$ cat config.mk
export PLATFORM = sky130hd
export DESIGN_NAME = csa_serial_adder_flat
export DESIGN_NICKNAME = d
export VERILOG_FILES = /design/src/rtl/csa_serial_adder_pkg.sv /design/src/rtl/csa_serial_adder_if.sv /design/src/rtl/csa_serial_adder_csa.sv /design/src/rtl/csa_serial_adder.sv /design/src/flat_wrapper.sv
export SDC_FILE = /design/constraint.sdc
export NUM_CORES = 1
export LEC_CHECK = 0
export ABC_AREA = 0
export CAP_MARGIN = 25
export CORE_MARGIN = 5
export CORE_UTILIZATION = 55
export CTS_CLUSTER_DIAMETER = 100
export CTS_CLUSTER_SIZE = 40
export DETAILED_ROUTE_END_ITERATION = 8
export PLACE_DENSITY = 0.86
export SETUP_SLACK_MARGIN = 0.2
export SYNTH_ARGS = -nofsm -noshare
export SYNTH_HDL_FRONTEND = slang
export SYNTH_SLANG_ARGS = --single-unit
$ cat constraint.sdc
create_clock -name clk -period 5 [get_ports clk]
set_input_delay 1 -clock clk [delete_from_list [all_inputs] [get_ports clk]]
set_output_delay 1 -clock clk [all_outputs]
set_load 0.03 [all_outputs]
$ cat src/rtl/csa_serial_adder_pkg.sv
// Shared definitions for the nibble-serial adder: FSM encoding and slice width.
package csa_pkg;
  localparam logic [1:0] IDLE = 2'd0;
  localparam logic [1:0] RUN  = 2'd1;
  localparam logic [1:0] DONE = 2'd2;

  localparam int NIBBLE_W = 4;
endpackage

$ cat src/rtl/csa_serial_adder_if.sv
// Operand/result handshake bundle for csa_serial_adder; master drives operands.
interface csa_serial_adder_if #(parameter int NIBBLES = 4);
  import csa_pkg::*;
  localparam int W = NIBBLE_W * NIBBLES;

  logic         in_valid;
  logic         in_ready;
  logic [W-1:0] a;
  logic [W-1:0] b;
  logic         cin;
  logic         out_valid;
  logic         out_ready;
  logic [W-1:0] sum;
  logic         cout;
  logic         busy;

  modport master (
    output in_valid, a, b, cin, out_ready,
    input  in_ready, out_valid, sum, cout, busy
  );
  modport slave (
    input  in_valid, a, b, cin, out_ready,
    output in_ready, out_valid, sum, cout, busy
  );
endinterface

$ cat src/rtl/csa_serial_adder_csa.sv
// 4-bit carry-select adder: low half ripples, high half is precomputed for both
// carry values and picked by the low-half carry.
module carry_select_adder
  import csa_pkg::*;
(
  input  logic [NIBBLE_W-1:0] a_i,
  input  logic [NIBBLE_W-1:0] b_i,
  input  logic                cin_i,
  output logic [NIBBLE_W-1:0] sum_o,
  output logic                cout_o
);
  logic [2:0] lo;
  logic [2:0] hi0;
  logic [2:0] hi1;

  assign lo  = {1'b0, a_i[1:0]} + {1'b0, b_i[1:0]} + {2'b00, cin_i};
  assign hi0 = {1'b0, a_i[3:2]} + {1'b0, b_i[3:2]};
  assign hi1 = hi0 + 3'd1;

  assign sum_o  = {lo[2] ? hi1[1:0] : hi0[1:0], lo[1:0]};
  assign cout_o = lo[2] ? hi1[2] : hi0[2];
endmodule

$ cat src/rtl/csa_serial_adder.sv
// Wide adder built from one shared 4-bit carry-select slice, one nibble per
// clock, LSB first; result held until the consumer takes it.
module csa_serial_adder
  import csa_pkg::*;
#(
  parameter int NIBBLES = 4
) (
  input  logic              clk,
  input  logic              rst,
  csa_serial_adder_if.slave bus
);
  localparam int W     = NIBBLE_W * NIBBLES;
  localparam int IDX_W = (NIBBLES > 1) ? $clog2(NIBBLES) : 1;

  logic [1:0]          state_q;
  logic [IDX_W-1:0]    idx_q;
  logic [W-1:0]        a_q;
  logic [W-1:0]        b_q;
  logic                c_q;
  logic [W-1:0]        sum_q;
  logic                cout_q;

  logic [NIBBLE_W-1:0] nib_a;
  logic [NIBBLE_W-1:0] nib_b;
  logic [NIBBLE_W-1:0] add_sum;
  logic                add_cout;
  logic                last;

  always_comb begin
    nib_a = '0;
    nib_b = '0;
    for (int i = 0; i < NIBBLES; i++) begin
      if (idx_q == IDX_W'(i)) begin
        nib_a = a_q[i*NIBBLE_W +: NIBBLE_W];
        nib_b = b_q[i*NIBBLE_W +: NIBBLE_W];
      end
    end
  end

  carry_select_adder u_csa (
    .a_i    (nib_a),
    .b_i    (nib_b),
    .cin_i  (c_q),
    .sum_o  (add_sum),
    .cout_o (add_cout)
  );

  assign last = (idx_q == IDX_W'(NIBBLES - 1));

  always_ff @(posedge clk or posedge rst) begin
    if (rst) begin
      state_q <= IDLE;
      idx_q   <= '0;
      a_q     <= '0;
      b_q     <= '0;
      c_q     <= 1'b0;
      sum_q   <= '0;
      cout_q  <= 1'b0;
    end else begin
      case (state_q)
        IDLE: if (bus.in_valid) begin
          a_q     <= bus.a;
          b_q     <= bus.b;
          c_q     <= bus.cin;
          idx_q   <= '0;
          state_q <= RUN;
        end
        RUN: begin
          for (int i = 0; i < NIBBLES; i++)
            if (idx_q == IDX_W'(i)) sum_q[i*NIBBLE_W +: NIBBLE_W] <= add_sum;
          c_q <= add_cout;
          if (last) begin
            cout_q  <= add_cout;
            state_q <= DONE;
          end else begin
            idx_q <= idx_q + IDX_W'(1);
          end
        end
        DONE: if (bus.out_ready) state_q <= IDLE;
        default: state_q <= IDLE;
      endcase
    end
  end

  // Handshake outputs decode state only; no input-to-output combinational path.
  assign bus.in_ready  = (state_q == IDLE);
  assign bus.out_valid = (state_q == DONE);
  assign bus.busy      = (state_q == RUN) || (state_q == DONE);
  assign bus.sum       = sum_q;
  assign bus.cout      = cout_q;
endmodule

$ cat src/flat_wrapper.sv
// flat-port wrapper written by rule: the top's interface ports become plain ports
module csa_serial_adder_flat import csa_pkg::*;
#(
  parameter int NIBBLES = 4
)
  (clk, rst, bus_in_valid, bus_a, bus_b, bus_cin, bus_out_ready, bus_in_ready, bus_out_valid, bus_sum, bus_cout, bus_busy);
  csa_serial_adder_if #(.NIBBLES(NIBBLES)) bus_i ();
  input  logic clk;
  input  logic rst;
  input wire logic [$bits(bus_i.in_valid)-1:0] bus_in_valid;
  input wire logic [$bits(bus_i.a)-1:0] bus_a;
  input wire logic [$bits(bus_i.b)-1:0] bus_b;
  input wire logic [$bits(bus_i.cin)-1:0] bus_cin;
  input wire logic [$bits(bus_i.out_ready)-1:0] bus_out_ready;
  output wire logic [$bits(bus_i.in_ready)-1:0] bus_in_ready;
  output wire logic [$bits(bus_i.out_valid)-1:0] bus_out_valid;
  output wire logic [$bits(bus_i.sum)-1:0] bus_sum;
  output wire logic [$bits(bus_i.cout)-1:0] bus_cout;
  output wire logic [$bits(bus_i.busy)-1:0] bus_busy;
  assign bus_i.in_valid = bus_in_valid;
  assign bus_i.a = bus_a;
  assign bus_i.b = bus_b;
  assign bus_i.cin = bus_cin;
  assign bus_i.out_ready = bus_out_ready;
  assign bus_in_ready = bus_i.in_ready;
  assign bus_out_valid = bus_i.out_valid;
  assign bus_sum = bus_i.sum;
  assign bus_cout = bus_i.cout;
  assign bus_busy = bus_i.busy;
  csa_serial_adder #(.NIBBLES(NIBBLES)) u_core (.clk(clk), .rst(rst), .bus(bus_i));
endmodule
==> impl_metrics.json <==
{
  "run_status": "complete, no violations",
  "worst-path-max-fanout": 11,
  "multiInputGateArea_um2": 1202,
  "drive_above_1_share_pct": 19.85,
  "cts_root_buf": "clkbuf_8",
  "antenna_left": 0,
  "wl_um": 5202,
  "grt_usage_pct": 17.98,
  "cts_hold_buf": 0,
  "maxSlewViolCount": 0,
  "area_delta_synth_final_pct": 27.12,
  "skew_ps": 4.482,
  "cts_resized": 0,
  "dieArea_um2": 6340,
  "finalCritPeriodShare_pct": 68.59,
  "endpoint_kind": "register",
  "postPlaceCellArea_um2": 3259,
  "synth_adder_area_share_pct": 6.476,
  "start_util_pct": 56.45,
  "ys_seq_elements": 54,
  "drc_errors": 0,
  "max-cap-violations": 0,
  "grt_start_max_net_pins": 33,
  "pin_count": 57,
  "dpl.cell_count": 320,
  "postSynthCellCount": 206,
  "clk_pin_slew_worst_paths_ps": 90,
  "nets": 310,
  "ys_top_cells_by_area": "dfrtp_1 (51%), mux2_4 (17%), ha_1 (4.2%)",
  "finalNonFillerCells": 329,
  "vias": 1774,
  "clockBufferDepth": 2,
  "synthDistinctLibCells": 32,
  "dp_hpwl_um": 3936,
  "cp_slowest_cell": "fa_1",
  "grt_pass1_wl_um": 8825,
  "worst_slew_pin_slew_ps": 797.2,
  "post-route-min-period_ps": 3429,
  "muxShareOfSynthArea_pct": 21.54,
  "yosysTopAreaCell": "dfrtp_1",
  "hold_viol": 0,
  "dieWidth_um": 79.63,
  "io_buffers": 56,
  "peakVddDrop_uv": 347.0,
  "wl_per_cell_um": 15.81,
  "yosysSeqAreaShare_pct": 50.68,
  "antenna_found_initial": 0,
  "crit_arrival_ps": 3620,
  "synth-warning-count": 0,
  "wl_met1_um": 2339,
  "critPathMaxStageDelay_ps": 490,
  "grt_overflow_total": 0,
  "hp-class": "register to register",
  "async_flop_share_pct": 100.0,
  "first_global_vias": 1779,
  "drt_iter0_drc": 114,
  "max_clock_freq_mhz": 291.6,
  "wl_met2_um": 2456,
  "path_buf_inv": 3,
  "row_count": 25,
  "avgSynthCellArea_um2": 12.94,
  "finalSetupTns_ps": 0,
  "setup_viol": 0,
  "synth_top_area_share_pct": 50.68,
  "synth_compound_area_share_pct": 10.09,
  "place.gp.congestion": 0.7725,
  "synth_top_family_by_area": "multiplexers",
  "synthFlopType": "dfrtp_1",
  "numCtsBuffers": 5,
  "whs_ps": 494.8,
  "slew_headroom_pct": 46.85,
  "fp.dieH_um": 79.63,
  "cts.sinks": 54,
  "regArea_um2": 1351,
  "routed.top_layer": "met4",
  "cp.required_ps": 5190,
  "final_cell_area_um2": 3390,
  "ctsHtreeMaxLevel": 2,
  "synth_xor_area_share_pct": 0.6570,
  "crit_chain": "inv_1 > ha_1 > nor2b_1 > a221oi_1 > o31ai_1 > ha_1 > inv_1 > fa_1 > inv_1 > ha_1 > a21oi_1 > o21ai_0",
  "cp-start-kind": "register",
  "clock_latency_ps": 310,
  "synth_edf_count": 0,
  "cts_tree": "done",
  "netlist_area_um2": 2666,
  "core-area_um2": 4723,
  "synth_common_cells": "dfrtp_1 (54), mux2_4 (30), nand2_1 (20)",
  "p_leak_nw": 1.527,
  "post_cts_buffers": 0,
  "yosys.area_share.simple_pct": 6.335,
  "rsz0062_at_grt": "no",
  "routed_via_density": 5.392,
  "p_per_area_nw_per_um2": 772.0,
  "critPathTopFamily": "adder cells",
  "drt_pass1_iterations": 4,
  "yosysMostFrequentCell": "dfrtp_1",
  "synth_nets": 255,
  "diodes": 0,
  "fillers": 335,
  "wl_met3_um": 343,
  "critical_path_class": "register to register"
}
## registers in the layout (all words and copies together), names as in the netlist
register,count
u_core.b_q,16
u_core.bus.cout,1
u_core.bus.sum,16
u_core.state_q,2
u_core.c_q,1
u_core.a_q,16
u_core.idx_q,2
## worst reg2reg max path: cells and delay by family (launching register included)
kind	cells	cell delay, ps
adders and majority gates	4	1330
AOI/OAI and AO/OA	4	900
and+or+nand+nor	1	450
DFF	1	430
buffers and inverters	3	200
## worst paths after layout
check,start,to,slack [ps],cells after the start
setup / recovery,u_core.idx_q[1],u_core.bus.sum[3],1570,12
hold / removal,u_core.bus.cout,u_core.bus.cout,490,2
setup reg to reg,u_core.idx_q[1],u_core.bus.sum[3],1570,12
hold reg to reg,u_core.bus.cout,u_core.bus.cout,490,2
max in group asynchronous,rst,u_core.b_q[3],3420,3
min in group asynchronous,rst,u_core.bus.sum[1],1040,2
## area by class of cell
class	count	area share (%)
clock buffers	6	2.141
clock inverters	2	1.107
inverters	11	1.218
multi-input cells	131	35.47
flip-flops and latches	54	39.87
well taps	67	2.473
repair buffers	58	17.72
## cell families after synthesis
group	Yosys count
AO/OA/AOI/OAI	40
XOR/XNOR	2
adder cells (fa/ha/maj)	12
buffers and inverters	21
flip-flops	54
multiplexers	41
AND/OR/NAND/NOR	36
## cell usage in the layout, fill, tap and decap left out, types with 3 or more instances in the layout
master,instances
inv_1,10
mux2_4,30
a21oi_1,7
nor2b_1,7
ha_1,9
fa_1,3
o21ai_0,10
a221oi_1,5
clkbuf_8,5
dfrtp_1,54
nor2_1,3
a22oi_1,3
clkdlybuf4s50_1,56
mux2_2,10
o31ai_1,5
nand2_1,20
## routing by layer
metal | GRT usage [%] | vias up
met2 | 29.30 | 61
met3 | 4.402 | 9
li1 | - | 832
met1 | 24.06 | 872
met4 | 4.639 | 0
met5 | 0 | -
## per-stage QoR
step	worst slack (ps)	total power, W	utilization (%)
2_1_floorplan	2278	0.001894	-
3_3_place_gp	1860	0.002251	68.58
3_5_place_dp	1644	0.002322	69.01
4_1_cts	1593	0.002638	71.34
5_1_grt	1302	0.002804	71.76
6_report	1571	0.002617	71.76
## power by group
group / switching, W / internal [W] / total [W] / leakage, nW
clock: 0.000140 / 0.000149 / 0.000290 / 0.0514
sequential: 0.000143 / 0.000662 / 0.000806 / 0.648
combinational: 0.000774 / 0.000748 / 0.00152 / 0.827
total: 0.00106 / 0.00156 / 0.00262 / 1.53
No activity file was read; power rests on OpenSTA's default activity.
